$ cat config.mk
export PLATFORM = sky130hd
export DESIGN_NAME = ifetch_queue
export DESIGN_NICKNAME = d
export VERILOG_FILES = /design/src/rtl/common_pkg.sv /design/src/rtl/pipes_pkg.sv /design/src/rtl/ifq_ram.sv /design/src/rtl/ifetch_queue.sv
export SDC_FILE = /design/constraint.sdc
export NUM_CORES = 1
export LEC_CHECK = 0
export ABC_AREA = 1
export BUFFER_PORTS_ARGS = -buffer_cell sky130_fd_sc_hd__buf_2
export CAP_MARGIN = 40
export CORE_UTILIZATION = 30
export CTS_BUF_LIST = sky130_fd_sc_hd__clkbuf_2
export CTS_CLUSTER_DIAMETER = 60
export DETAILED_ROUTE_END_ITERATION = 6
export GPL_ROUTABILITY_DRIVEN = 1
export PLACE_DENSITY_LB_ADDON = 0.1
export SLEW_MARGIN = 20
export SYNTH_ARGS = -nofsm -noshare
export SYNTH_HDL_FRONTEND = slang
export SYNTH_SLANG_ARGS = --single-unit
$ cat constraint.sdc
create_clock -name clk -period 15.4 [get_ports clk]
set_input_delay 0 -clock clk [delete_from_list [all_inputs] [get_ports clk]]
set_output_delay 0 -clock clk [all_outputs]
set_load 0.005 [all_outputs]
$ cat src/rtl/common_pkg.sv
// Shared bus types used across the core.
// ibus_req_t  : instruction bus request (valid, addr, size, wr).
// ibus_resp_t : instruction bus response (data_ok, data).
package common;

  typedef struct packed {
    logic        valid;
    logic [63:0] addr;
    logic [1:0]  size;
    logic        wr;
  } ibus_req_t;

  typedef struct packed {
    logic        data_ok;
    logic [31:0] data;
  } ibus_resp_t;

endpackage

$ cat src/rtl/pipes_pkg.sv
// Pipeline-stage types for the front end.
// fetch_entry_t : one queued fetch result {pc, instr}, 96 bits.
// ifq_state_e   : fetch-queue sequencer states.
package pipes;

  localparam int unsigned FETCH_ENTRY_W = 96;

  typedef struct packed {
    logic [63:0] pc;
    logic [31:0] instr;
  } fetch_entry_t;

  typedef enum logic [1:0] {
    FETCH = 2'd0,   // idle, may issue the next request
    WAIT  = 2'd1,   // request outstanding, response will be kept
    DRAIN = 2'd2    // request outstanding, response will be dropped
  } ifq_state_e;

endpackage

$ cat src/rtl/ifq_ram.sv
// Fetch-queue storage: DEPTH x 96-bit register array.
// Ports:
//   clk      - clock
//   we_i     - write enable
//   waddr_i  - write slot
//   wdata_i  - entry to write
//   raddr_i  - read slot
//   rdata_o  - entry at raddr_i (asynchronous read)
// Contents are not reset; validity is tracked by the controller.
module ifq_ram
  import pipes::*;
#(
  parameter int unsigned DEPTH = 4,
  parameter int unsigned AW    = 2
) (
  input  logic          clk,
  input  logic          we_i,
  input  logic [AW-1:0] waddr_i,
  input  fetch_entry_t  wdata_i,
  input  logic [AW-1:0] raddr_i,
  output fetch_entry_t  rdata_o
);

  fetch_entry_t mem_q [DEPTH];

  always_ff @(posedge clk) begin
    if (we_i) mem_q[waddr_i] <= wdata_i;
  end

  assign rdata_o = mem_q[raddr_i];

endmodule

$ cat src/rtl/ifetch_queue.sv
// Instruction fetch queue: issues one instruction-bus request at a time,
// buffers up to DEPTH {pc, instr} results and presents the oldest one to
// the decoder with a valid/ready handshake. A redirect flushes the queue
// and restarts fetching at redirect_pc.
// Parameters:
//   DEPTH    - queue entries (power of two, 2..16)
//   RESET_PC - fetch address after reset
// Ports:
//   clk, reset      - clock, synchronous active-high reset
//   ireq / iresp    - instruction bus request / response
//   redirect_valid  - flush and refetch from redirect_pc
//   redirect_pc     - new fetch address (used unmodified)
//   out_valid/ready - head-entry handshake
//   out_pc/instr    - head entry
// Build option:
//   IFQ_BYPASS_EN   - forward an accepted response straight to the output
//                     when the queue is empty (same-cycle out_valid).
module ifetch_queue
  import common::*;
  import pipes::*;
#(
  parameter int unsigned DEPTH    = 4,
  parameter logic [63:0] RESET_PC = 64'h8000_0000
) (
  input  logic        clk,
  input  logic        reset,
  output ibus_req_t   ireq,
  input  ibus_resp_t  iresp,
  input  logic        redirect_valid,
  input  logic [63:0] redirect_pc,
  output logic        out_valid,
  input  logic        out_ready,
  output logic [63:0] out_pc,
  output logic [31:0] out_instr
);

  localparam int unsigned AW = (DEPTH > 1) ? $clog2(DEPTH) : 1;
  localparam int unsigned CW = AW + 1;

  ifq_state_e   state_q;
  logic [63:0]  fetch_pc_q;
  logic [CW-1:0] count_q;
  logic [AW-1:0] wptr_q, rptr_q;
  logic         req_valid_q;
  logic [63:0]  req_addr_q;

  logic         q_valid, pop_now, accept, push, issue;
  fetch_entry_t wr_entry, rd_entry;

  assign q_valid  = (count_q != '0);
  // A redirect wipes the queue, so a simultaneous handshake must not move rptr.
  assign pop_now  = q_valid & out_ready & ~redirect_valid;
  assign accept   = (state_q == WAIT) & iresp.data_ok & ~redirect_valid;
  assign wr_entry = '{pc: req_addr_q, instr: iresp.data};
  // One request in flight at most, and only when a slot is free for it,
  // so a push can never find the queue full.
  assign issue    = (state_q == FETCH) & ~redirect_valid &
                    ((count_q + CW'(pop_now)) < CW'(DEPTH));

`ifdef IFQ_BYPASS_EN
  logic bypass;
  assign bypass    = accept & ~q_valid;
  // A bypassed entry taken the same cycle never touches storage.
  assign push      = accept & ~(bypass & out_ready);
  assign out_valid = q_valid | bypass;
  assign out_pc    = q_valid ? rd_entry.pc    : req_addr_q;
  assign out_instr = q_valid ? rd_entry.instr : iresp.data;
`else
  assign push      = accept;
  assign out_valid = q_valid;
  assign out_pc    = rd_entry.pc;
  assign out_instr = rd_entry.instr;
`endif

  always_comb begin
    ireq       = '0;
    ireq.valid = req_valid_q;
    ireq.addr  = req_addr_q;
  end

  ifq_ram #(.DEPTH(DEPTH), .AW(AW)) u_ram (
    .clk     (clk),
    .we_i    (push),
    .waddr_i (wptr_q),
    .wdata_i (wr_entry),
    .raddr_i (rptr_q),
    .rdata_o (rd_entry)
  );

  always_ff @(posedge clk) begin
    if (reset) begin
      state_q     <= FETCH;
      fetch_pc_q  <= RESET_PC;
      count_q     <= '0;
      wptr_q      <= '0;
      rptr_q      <= '0;
      req_valid_q <= 1'b0;
      req_addr_q  <= '0;
    end else begin
      // queue bookkeeping
      if (redirect_valid) begin
        count_q <= '0;
        wptr_q  <= '0;
        rptr_q  <= '0;
      end else begin
        if (push)    wptr_q <= wptr_q + 1'b1;
        if (pop_now) rptr_q <= rptr_q + 1'b1;
        count_q <= count_q + CW'(push) - CW'(pop_now);
      end

      if (redirect_valid)  fetch_pc_q <= redirect_pc;
      else if (accept)     fetch_pc_q <= fetch_pc_q + 64'd4;

      // request sequencer; ireq.addr only moves while no request is live
      case (state_q)
        FETCH: begin
          if (redirect_valid) begin
            // preload so the new target shows on the bus next cycle
            req_addr_q <= redirect_pc;
          end else if (issue) begin
            state_q     <= WAIT;
            req_valid_q <= 1'b1;
            req_addr_q  <= fetch_pc_q;
          end
        end
        WAIT: begin
          if (iresp.data_ok) begin
            state_q     <= FETCH;
            req_valid_q <= 1'b0;
            if (redirect_valid) req_addr_q <= redirect_pc;
          end else if (redirect_valid) begin
            state_q <= DRAIN;
          end
        end
        DRAIN: begin
          if (iresp.data_ok) begin
            state_q     <= FETCH;
            req_valid_q <= 1'b0;
            if (redirect_valid) req_addr_q <= redirect_pc;
          end
        end
        default: begin
          state_q     <= FETCH;
          req_valid_q <= 1'b0;
        end
      endcase
    end
  end

endmodule
# --- Word-level counts from Yosys, hierarchy flattened ---
# Memory sizes are Yosys's and may differ from the RTL's. A register that Yosys moved wholly into a read port is not among the register bits.
# Index checks and enable logic that the tools add are counted.
classes:
  n_addsub: 6
  order_cmp: 1
  n_eq_ne: 9
  mux: 21
  bitwise_logic: 7
  reduce_logical: 9
ops:
  columns: ["op", "count"]
  rows:
  - ["64-bit 2-to-1 mux", 6]
  - ["64-bit case mux with 2 select lines", 1]
  - ["64-bit by 3-bit adder with 64-bit output, second input constant", 1]
  - ["2-bit 2-to-1 mux", 7]
  - ["4-bit AND reduction", 2]
  - ["3-bit by 1-bit adder with 3-bit output", 2]
  - ["1-bit AND", 6]
  - ["2-bit inequality test, second input constant", 3]
  - ["3-bit inequality test, second input constant", 2]
  - ["2-bit case mux with 3 select lines", 1]
  - ["1-bit 2-to-1 mux", 5]
  - ["2-bit by 1-bit adder with 2-bit output, second input constant", 2]
  - ["2-bit by 1-bit inequality test with 1-bit output, second input constant", 2]
  - ["2-bit nonzero test", 2]
  - ["2-bit OR reduction", 2]
  - ["3-bit less-than comparator, second input constant", 1]
  - ["3-bit AND reduction", 1]
  - ["3-bit nonzero test", 1]
  - ["3-bit by 1-bit subtractor with 3-bit output", 1]
  - ["2-bit by 1-bit equality test with 1-bit output, second input constant", 1]
  - ["2-bit equality test, second input constant", 1]
  - ["2-bit zero test", 1]
  - ["1-bit case mux with 2 select lines", 1]
  - ["1-bit inverter", 1]
totals:
  regBits: 138
  ram_bits: 384
  input_bits: 101
  wordCells: 61
  memories: 1
memory_table:
  columns: ["memory", "words", "width", "rd", "rd_clocked_by_memory_dff", "write_ports", "line", "text"]
  rows:
  - ["u_ram.mem_q", 4, 96, 1, 1, 1, "ifq_ram.sv:24", "fetch_entry_t mem_q [DEPTH];"]

# --- Logic depth before layout (Yosys ltp) ---
# Gate-level depths: netlist (run 1).
logic_depth:
  ltp_word: 9
  mapped_depth: 13

# --- Hierarchy ---
# Synthesis (run 1) repeated with hierarchy kept, for this count alone.
hier_totals:
  hier_cells: 2812
  area_unflattened_um2: 24508.5
by_module_without_submodules:
  columns: ["module", "instances", "cells_each", "area_per_inst_um2", "seq_area_each_um2"]
  rows:
  - ["ifq_ram", 1, 1512, 16077.9, 11531.1]
  - ["ifetch_queue", 1, 1300, 8430.6, 2762.6]

# --- Worst setup path before layout (run 1) ---
# No wires, ideal clock.
synth_path:
  path_kind: "flip-flop to flip-flop"
  startpoint: "reg state_q[1]"
  endpoint: "mem u_ram.mem_q[0][0] (netlist bit) (enable)"
  arrival_time_ns: 5.073
  setup_slack_ns: 9.775
  path_stages_with_launch: 8
  path_buffers: 1
  synth_period_minus_slack_ns: 5.625
  cell_sequence: "dfxtp_1 > inv_1 > ha_1 > nand2_1 > nor2_1 > inv_1 > clkbuf_1 > nor2_1"
synth_via:
  elab_chain_len: 5
synth_lines:
  columns: ["element", "line", "text"]
  rows:
  - ["start: declaration", "ifetch_queue.sv:40", "ifq_state_e state_q;"]
  - ["start signal: assignment", "ifetch_queue.sv:92", "state_q <= FETCH;"]
  - ["start signal: assignment", "ifetch_queue.sv:121", "state_q <= WAIT;"]
  - ["start signal: assignment", "ifetch_queue.sv:128", "state_q <= FETCH;"]
  - ["2-bit by 1-bit equality test with 1-bit output", "ifetch_queue.sv:53", "assign accept = (state_q == WAIT) & iresp.data_ok & ~redirect_valid;"]
  - ["1-bit AND (2 in a row)", "ifetch_queue.sv:53", null]
  - ["1-bit 2-to-1 mux", "ifq_ram.sv:27", "if (we_i) mem_q[waddr_i] <= wdata_i;"]
  - ["1-bit 2-to-1 mux (not written as such)", "ifq_ram.sv:27", null]
  - ["end: declaration", "ifq_ram.sv:24", null]
# Every way passes these cells.

# --- Worst setup path in the final report (run 1) ---
layout_path:
  startpoint: "reg state_q[0]"
  endpoint: "reg req_addr_q[20]"
layout_via:
  elab_chain_len: 5
layout_lines:
  columns: ["element", "line", "text"]
  rows:
  - ["2-bit zero test", "ifetch_queue.sv:57, ifetch_queue.sv:115", null]
  - ["1-bit AND (2 in a row)", "ifetch_queue.sv:57", "assign issue = (state_q == FETCH) & ~redirect_valid &"]
  - ["3-bit inequality test (no source line)", null, null]
  - ["4-bit AND reduction (no source line)", null, null]
  - ["end signal: assignment", "ifetch_queue.sv:119", "req_addr_q <= redirect_pc;"]
  - ["end signal: assignment", "ifetch_queue.sv:123", "req_addr_q <= fetch_pc_q;"]
  - ["end signal: assignment", "ifetch_queue.sv:130", "if (redirect_valid) req_addr_q <= redirect_pc;"]
  - ["end: declaration", "ifetch_queue.sv:45", "logic [63:0] req_addr_q;"]
# Parallel ways exist; a longest one is shown, timed or not.
# A chain may end at the register's enable or synchronous reset.

==> results of run 1 <==
layer usage:
| layer | wire (µm) | vias to the layer above |
|---|---|---|
| met2 | 34910 | 459 |
| met5 | 0 | - |
| met4 | 1652 | 0 |
| met1 | 32950 | 8937 |
| li1 | - | 9131 |
| met3 | 3701 | 113 |
power groups by stage:
stage | logic (mW) | clock network, mW | registers [mW]
global route | 0.706 | 1.14 | 1.84
global placement | 0.556 | 0 | 1.85
CTS | 0.647 | 1.07 | 1.83
detailed placement | 0.583 | 0 | 1.86
floorplan | 0.334 | 0 | 1.79
finish | 0.634 | 1.02 | 1.82
synthesized netlist by cell type (all sizes together):
cell type / number
or2: 2
a21oi: 120
buf: 39
mux2: 17
clkbuf: 89
inv: 150
ha: 10
a211oi: 1
o22ai: 137
nor2: 375
fa: 1
dfxtp: 140
edfxtp: 384
xnor2: 6
o21bai: 2
nand3: 30
o21a: 1
nand4: 16
nor3: 1
xor2: 21
a31oi: 18
o211ai: 1
o21ai: 266
nand2: 452
conb: 1
metrics by stage:
stage	total power, mW	setup WS (ps)	instance area, µm²	std cells	util [%]
after floorplan	2.125	9775	22420	2282	-
after global placement	2.411	11450	24590	3396	33.48
after detailed placement	2.443	11550	24840	3406	33.82
after CTS	3.541	10940	29060	3934	39.56
after global routing	3.687	10980	29110	3937	39.62
final	3.473	11220	29110	3937	39.62
cell type report:
| class | count | area [µm²] | share of cell area (%) |
|---|---|---|---|
| Sequential cell | 524 | 14340 | 49.27 |
| Multi-Input combinational cell | 1480 | 7013 | 24.10 |
| Timing Repair Buffer | 585 | 4669 | 16.04 |
| Tap cell | 959 | 1200 | 4.123 |
| Clock buffer | 204 | 1021 | 3.508 |
| Inverter | 150 | 565.5 | 1.943 |
| Clock inverter | 34 | 292.8 | 1.006 |
| Antenna cell | 1 | 2.502 | 0.008598 |
sequential cells by signal, indices dropped and copies added (netlist names), named ones only:
| name | cells |
|---|---|
| u_ram.mem_q | 384 |
| state_q | 2 |
| req_valid_q | 1 |
| count_q | 3 |
| wptr_q | 2 |
| req_addr_q | 64 |
| fetch_pc_q | 64 |
| rptr_q | 2 |
cells in the final DEF (no fill, tap or decap), drive strengths merged, types with 3 or more instances in the layout:
master / netlist / layout
a21oi: 120 / 120
a31oi: 18 / 18
buf: 39 / 295
bufinv: 0 / 5
clkbuf: 89 / 204
clkinv: 0 / 22
clkinvlp: 0 / 5
conb: 1 / 3
dfxtp: 140 / 140
dlygate4sd3: 0 / 290
edfxtp: 384 / 384
ha: 10 / 10
inv: 150 / 152
mux2: 17 / 17
nand2: 452 / 452
nand3: 30 / 30
nand4: 16 / 16
nor2: 375 / 375
o21ai: 266 / 266
o22ai: 137 / 137
xnor2: 6 / 6
xor2: 21 / 21
cells by family (layout without fill, tap and decap cells):
group / Yosys count / count (layout)
compound gates: 546 / 546
xor+xnor: 27 / 27
fa+ha+maj: 11 / 11
buf+inv: 278 / 973
flops: 524 / 524
mux: 17 / 17
other cells: 1 / 4
simple gates: 876 / 876
worst min-delay path, delay by kind of cell:
kind     cells  cell delay (ps)
buf+inv      3             1290
worst paths after layout:
check | to | slack (ps) | cells past startpoint
max | req_addr_q[20] | 11220 | 12
min | u_ram.mem_q[3][22] | 250 | 3
max reg2reg | req_addr_q[20] | 11220 | 12
min reg2reg | flip-flop | 470 | 2
timing repair:
| action | 4_1_cts | 5_1_grt |
|---|---|---|
| hold buffers | 290 | 0 |
| gates resized for setup | 0 | 0 |
| hold endpoints to repair | 268 | 0 |
| setup buffers | 0 | 0 |
==> impl_metrics.json, run 1 <==
{
  "maxCapViolations": 0,
  "ys_seq_area_share_pct": 63.96,
  "yosys_register_bits": 524,
  "crit_slowest_cell": "dlygate4sd3_1",
  "p_sw_share_pct": 32.16,
  "critPathKind": "flip-flop to flip-flop",
  "grt_max_degree": 86,
  "rsz0062_at_grt": "no",
  "clock_latency_ps": 1230,
  "synthAdderAreaFrac_pct": 0.6477,
  "startpoint": "state_q[0]",
  "drive_gt1_share_pct": 19.21,
  "start_util_pct": 30.51,
  "cts-buffers-inserted": 142,
  "critPathBufInv": 6,
  "drt_iter0_drc": 1173,
  "min_period_ps": 4178,
  "core-area_mm2": 0.07345,
  "power_frac_clock_pct": 29.2,
  "power.switching_mw": 1.117,
  "root_buffer": "clkbuf_2",
  "gr-usage-met1_pct": 24.71,
  "p_int_mw": 2.356,
  "antenna_found_initial": 3,
  "synthMuxAreaShare_pct": 0.8543,
  "p_leak_nw": 10.92,
  "n_fill_cell": 7470,
  "wl_per_cell_um": 18.60,
  "power_frac_comb_pct": 18.3,
  "netlist_top_cells_area": "edfxtp_1 51%, dfxtp_1 13%, nand2_1 7.5%, nor2_1 6.0%, o21ai_0 5.9%",
  "cp_common_cell": "dlygate4sd3_1",
  "timing.final.crit_share_pct": 27.13,
  "final_hold_viol_count": 0,
  "synth_cells": 2280,
  "grt_pass1_vias": 18535,
  "synthXorXnorAreaFrac_pct": 1.055,
  "synth_compound_area_share_pct": 13.15,
  "yosys.area.top_type": "edfxtp_1",
  "grt.total_usage_pct": 19.15,
  "max_stage_delay_ps": 560,
  "synth_top_area_share_pct": 51.46,
  "cts.path.max_buffers": 3,
  "cts_sinks": 524,
  "synthSimpleGateAreaFrac_pct": 15.33,
  "hold_slack_ps": 245.5,
  "drc": 0,
  "min-delay-start": "iresp[22]",
  "yosysWarningCount": 0,
  "use_met3_pct": 4.802,
  "die_h_um": 275.3,
  "cp-start-kind": "flip-flop",
  "use_met2_pct": 31.35,
  "cp.arrival_ps": 5280,
  "synth_area_mm2": 0.02241,
  "status": "complete, no violations",
  "powerDensity_mw_per_mm2": 119.3,
  "reg2reg_from": "state_q[0]",
  "detail_route.vias_per_cell": 4.735,
  "cts_tree": "built",
  "grt_pass1_wl_mm": 108.5,
  "fin_nets": 2995,
  "rows": 99,
  "relSlewSlack_pct": 48.43,
  "htree_levels": 4,
  "overflow": 0,
  "fin_skew_ps": 90.47,
  "dr.pass1.iters": 5,
  "worst_pin_slew_ps": 765.4,
  "die_area_mm2": 0.07579,
  "vias": 18640,
  "setup_viol": 0,
  "die_w_um": 275.3,
  "crit_chain": "inv_1 -> ha_1 -> nand3_1 -> dlygate4sd3_1 -> o21ai_0 -> nand2_2 -> dlygate4sd3_1 -> buf_4 -> inv_2 -> nand2_1 -> a21oi_1 -> dlygate4sd3_1",
  "path_clk_slew_ps": 90,
  "p_seq_share_pct": 52.5,
  "detailed_place_hpwl_mm": 48.19,
  "path_delay_family": "buffers and inverters",
  "gp_congestion": 0.8569,
  "ir_drop_mv": 0.09533,
  "areaGrowthSynthToFinish_pct": 29.88,
  "io_buffers": 262,
  "timing.fmax_mhz": 239.3,
  "ios": 266,
  "drtAntennaViolNets": 0,
  "tns_ps": 0,
  "holdCritPathClass": "input pin to flip-flop",
  "cp.required_ps": 16500,
  "drt_wl_total_mm": 73.21,
  "cp-end-kind": "flip-flop",
  "syn_avg_cell_area_um2": 9.829,
  "ys_types": 34,
  "crit_fanout": 65,
  "slew_viol_final": 0,
  "grt_most_used_layer": "met2",
  "synth_top_family_by_area": "simple AND/OR/NAND/NOR gates"
}
No activity file was read; power rests on OpenSTA's default activity.
==> run 2, diff against run 1 <==
- clock period: 15.4 -> 4.3 ns (I/O delays scaled with it)
==> run 2 against run 1 <==
  * Routed wire length is 3.3% higher
  * Sequential power grew to 3.6 times the previous value
  * Sequential share of layout area is 0.055 points higher
  * Clock skew is 31 ps higher
  * First-iteration DRC count is 13% lower
  * Cell area is 0.11% lower
  * Critical path type is now flip-flop to primary output
  * Highest routed layer is now met5
==> impl_metrics.json, run 2 (synthesis results as in run 1) <==
{
  "rows": 99,
  "n_fill_cell": 7473,
  "regMostFlops": "u_ram.mem_q",
  "gp_congestion": 0.8851,
  "timing.fmax_mhz": 287.3,
  "wl_met3_mm": 3.842,
  "timing.final.crit_share_pct": 80.95,
  "setup_viol": 0,
  "reg2reg_from": "state_q[1]",
  "overflow": 0,
  "cp.required_ps": 4300,
  "fin_skew_ps": 121.3,
  "grt_pass1_vias": 18721,
  "die_w_um": 275.3,
  "start_util_pct": 30.51,
  "wl_per_cell_um": 19.12,
  "status": "complete, no violations",
  "fin_nets": 2996,
  "powerDensity_mw_per_mm2": 428.0,
  "min-delay-start": "redirect_valid",
  "critPathKind": "flip-flop to primary output",
  "worst_pin_slew_ps": 810.2,
  "drive_gt1_share_pct": 19.39,
  "cp-start-kind": "flip-flop",
  "ctsHoldBuffers": 286,
  "cts.path.max_buffers": 3,
  "grt_max_degree": 137,
  "place_area_mm2": 0.02480,
  "crit_fanout": 90,
  "antenna_found_initial": 4,
  "largest_reg_flops": 384,
  "final_util_pct": 39.58,
  "vias": 18893,
  "maxUsedRoutingLayer": "met5",
  "drt_iter0_drc": 1022,
  "drtAntennaViolNets": 0,
  "grt.total_usage_pct": 19.82,
  "drt_wl_total_mm": 75.62,
  "core-area_mm2": 0.07345,
  "cp-end-kind": "primary output",
  "reg.largest.list": "u_ram.mem_q: 384 flops, fetch_pc_q: 64 flops, req_addr_q: 64 flops",
  "post_cts_resized": 0,
  "drc": 0,
  "dr.pass1.iters": 6,
  "root_buffer": "clkbuf_2",
  "wl_met1_mm": 34.56,
  "io_buffers": 262,
  "detailed_place_hpwl_mm": 49.11,
  "die_area_mm2": 0.07579,
  "min_period_ps": 3481,
  "grt_pass1_wl_mm": 112.1,
  "cts_sinks": 524,
  "setup_ws_ps": 819.3,
  "holdCritPathClass": "input pin to flip-flop",
  "areaGrowthSynthToFinish_pct": 29.74,
  "cts-buffers-inserted": 146,
  "rsz0062_at_grt": "no",
  "maxCapViolations": 0,
  "ir_drop_mv": 0.6046,
  "relSlewSlack_pct": 45.99,
  "htree_levels": 4,
  "ios": 266,
  "final_common_cell": "nand2_1",
  "p_leak_nw": 10.93,
  "slew_viol_final": 0,
  "dp_slack_ps": 1616,
  "path_clk_slew_ps": 100,
  "final_hold_viol_count": 0,
  "die_h_um": 275.3,
  "clock_latency_ps": 1270,
  "met2WireLength_mm": 35.34,
  "postCtsSetupRepairBufs": 0,
  "final_cell_area_mm2": 0.02907,
  "cts_tree": "built",
  "cp.arrival_ps": 3480,
  "final_cell_mix": "445 x nand2_1, 384 x edfxtp_1, 354 x nor2_1, 285 x dlygate4sd3_1, 266 x o21ai_0",
  "detail_route.vias_per_cell": 4.777
}
## run 2: worst max-delay path, cell delays in order (launching register included)
cell	delay, ps
dfxtp_4	540
inv_4	600
buf_12	420
o21ai_0	150
o22ai_1	250
buf_2	180
## run 2: where the power goes
part	leakage, nW	total [mW]	switching, mW	internal, mW
logic	5.25	2.27	1.40	0.865
registers	4.67	6.54	0.551	5.99
clock network	1.01	3.63	2.12	1.52
## run 2: path summary, 6_finish.rpt
path                end  slack, ps  depth (start not counted)
min reg2reg   flip-flop        480                          2
min           flip-flop        250                          5
max reg2reg  state_q[1]       1070                         12
max          out_pc[46]        820                          5
## run 2: layout make-up
class	count	area, µm²	share of cell area, %
antenna	5	12.51	0.04304
multi-input combinational	1480	7013	24.12
inverter	150	565.5	1.945
timing repair buffer	582	4607	15.85
clock buffer	214	1071	3.684
clock inverter	41	262.8	0.9038
tap	959	1200	4.127
sequential	524	14340	49.33
## run 2: layer usage
layer	track usage [%]	vias to the layer above
met5	0	-
met4	7.255	2
met3	4.411	118
met2	31.69	517
met1	26.24	9102
li1	-	9154
## run 2: through the flow
step	TNS (ps)	cells	hold slack (ps)	power, mW
after floorplan	-508670	2282	98.87	7.612
after global placement	0	3405	217.9	8.667
after detailed placement	0	3407	219.5	8.735
after CTS	0	3948	25.25	12.66
after global routing	0	3952	115.3	13.19
final	0	3955	247.9	12.44
==> run 3, diff against run 2 <==
- clock period: 4.3 -> 3.05 ns (I/O delays scaled with it)
==> run 3 against run 2 <==
  * Routed wire length is 1.4% higher
  * Critical path depth is 6 higher
  * Clock skew is 8.3 ps lower
  * Worst setup slack worse by 680 ps
  * Critical endpoint is now fetch_pc_q[19]
  * Clock-buffer cell count is 5 higher
  * Register-to-register slack worse by 930 ps
  * Via count is 1.3% higher
  * Core utilization is 0.72 points higher
  * First-iteration DRC count is 12% higher
  * Sequential share of layout area is 0.88 points lower
==> impl_metrics.json, run 3 (synthesis results as in run 1) <==
{
  "drt_iter0_drc": 1143,
  "regMostFlops": "u_ram.mem_q",
  "cts_sinks": 524,
  "cp-end-kind": "flip-flop",
  "grt_pass1_wl_mm": 113.0,
  "core-area_mm2": 0.07345,
  "relSlewSlack_pct": 45.93,
  "areaGrowthSynthToFinish_pct": 32.10,
  "timing.fmax_mhz": 343.7,
  "die_w_um": 275.3,
  "timing.final.crit_share_pct": 95.40,
  "holdCritPathClass": "input pin to flip-flop",
  "ios": 266,
  "crit_chain": "nand3_2 -> nor2_4 -> nand2_1 -> inv_1 -> nand4_1 -> nand2_1 -> nand2_1 -> o21ai_0 -> dlygate4sd3_1 -> inv_1 -> dlygate4sd3_1",
  "power.switching_mw": 5.845,
  "die_area_mm2": 0.07579,
  "ir_drop_mv": 0.5511,
  "fin_nets": 3035,
  "fin_skew_ps": 113.1,
  "n_fill_cell": 7497,
  "wl_per_cell_um": 19.17,
  "clock_latency_ps": 1280,
  "power_mw": 17.84,
  "power_frac_comb_pct": 18.2,
  "reg.largest.list": "u_ram.mem_q: 384 flops, fetch_pc_q: 64 flops, req_addr_q: 64 flops",
  "setup_ws_ps": 140.1,
  "power_frac_clock_pct": 30.3,
  "worst_pin_slew_ps": 811.0,
  "cts.path.max_buffers": 3,
  "crit_fanout": 7,
  "grt_max_degree": 82,
  "maxCapViolations": 0,
  "root_buffer": "clkbuf_2",
  "rrSetupSlack_ps": 140,
  "seqCellArea_mm2": 0.01434,
  "die_h_um": 275.3,
  "start_util_pct": 30.51,
  "antenna_found_initial": 2,
  "cts-buffers-inserted": 153,
  "wl_met3_mm": 3.794,
  "cp-start-kind": "flip-flop",
  "status": "complete, no violations",
  "htree_levels": 4,
  "rsz0062_at_grt": "no",
  "drc": 0,
  "placed_cells": 3407,
  "final_cell_mix": "445 x nand2_1, 384 x edfxtp_1, 353 x nor2_1, 316 x dlygate4sd3_1, 266 x o21ai_0",
  "setup_viol": 0,
  "min_period_ps": 2910,
  "detail_route.vias_per_cell": 4.785,
  "drtAntennaViolNets": 0,
  "dp_slack_ps": 875.3,
  "cp.arrival_ps": 4050,
  "final_common_cell": "nand2_1",
  "r2r-end": "fetch_pc_q[19]",
  "drt_wl_total_mm": 76.70,
  "largest_reg_flops": 384,
  "max_stage_delay_ps": 570,
  "grt_pass1_vias": 18652,
  "finalNonFillerCells": 4001,
  "met2WireLength_mm": 35.99,
  "critPathKind": "flip-flop to flip-flop",
  "final_hold_viol_count": 0,
  "powerDensity_mw_per_mm2": 602.5,
  "crit_slowest_cell": "dlygate4sd3_1",
  "io_buffers": 262,
  "cp_common_cell": "nand2_1",
  "hold_depth": 7,
  "p_int_mw": 11.99,
  "wl_met1_mm": 35.29,
  "p_seq_share_pct": 51.5,
  "grt.total_usage_pct": 19.95,
  "p_leak_nw": 11.17,
  "hold-path-endpoint": "fetch_pc_q[22]",
  "overflow": 0,
  "reg2reg_depth": 11,
  "multiInputGateArea_mm2": 0.007015,
  "cts_tree": "built",
  "path_clk_slew_ps": 90,
  "slew_viol_final": 0,
  "rows": 99,
  "maxUsedRoutingLayer": "met4",
  "gp_congestion": 0.8867,
  "p_sw_share_pct": 32.77,
  "vias": 19143,
  "min-delay-start": "redirect_pc[22]",
  "detailed_place_hpwl_mm": 47.49,
  "drive_gt1_share_pct": 19.48,
  "cp.required_ps": 4190,
  "dr.pass1.iters": 5,
  "reg2reg_from": "fetch_pc_q[4]"
}
run 3: layout make-up:
cell class | count | area share (%)
multi-input cells | 1480 | 23.70
inverters | 150 | 1.944
clock inverters | 52 | 1.154
flip-flops and latches | 524 | 48.45
well taps | 959 | 4.053
clock buffers | 219 | 3.703
repair buffers | 614 | 16.97
diodes | 3 | 0.02536
run 3: metrics by stage:
step | TNS (ps) | cell area [µm²] | utilization [%] | hold WS, ps
6_report | 0 | 29600 | 40.30 | 220.6
5_1_grt | 0 | 29600 | 40.30 | 169.2
4_1_cts | -977.1 | 29530 | 40.20 | 7.920
3_5_place_dp | 0 | 24850 | 33.83 | 217.2
3_3_place_gp | 0 | 24850 | 33.83 | 211.5
2_1_floorplan | -381050 | 22430 | - | 98.87
run 3: worst max-delay path by stage:
stage                  start           endpoint  slack, ps  depth (start not counted)
2_1_floorplan     state_q[1]  u_ram.mem_q[0][0]       -990                          7
3_3_place_gp      state_q[0]      req_addr_q[1]        890                          8
4_1_cts            flip-flop      out_instr[15]        -50                          4
6_report       fetch_pc_q[4]     fetch_pc_q[19]        140                         11
3_5_place_dp   fetch_pc_q[2]     fetch_pc_q[58]        880                         10
5_1_grt        fetch_pc_q[4]     fetch_pc_q[19]          2                         11
run 3: power groups by stage:
stage | clock network [mW] | registers [mW] | logic (mW)
after global placement | 0 | 9.35 | 2.88
after CTS | 5.67 | 9.21 | 3.27
after global routing | 6.04 | 9.29 | 3.58
after detailed placement | 0 | 9.37 | 2.91
after floorplan | 0 | 9.04 | 1.69
final | 5.40 | 9.19 | 3.25
run 3: what timing repair did:
item / in CTS / in global routing
endpoints found under the setup margin: 87 / 62
resized for setup: 7 / 9
endpoints found under the hold margin: 652 / 0
buffers inserted: 0 / 1
gates cloned: 1 / 1
hold buffers: 317 / 0
run 3: metal layers:
metal	GRT usage, %	vias up
met5	0	-
met4	6.877	0
met3	4.332	99
met2	31.87	504
met1	26.69	9297
li1	-	9243
run 3: worst max-delay path: cells and delay by family (launching register included):
family / cells / cell delay [ps]
flops: 1 / 520
compound gates: 1 / 170
simple gates: 6 / 830
buf+inv: 4 / 1300
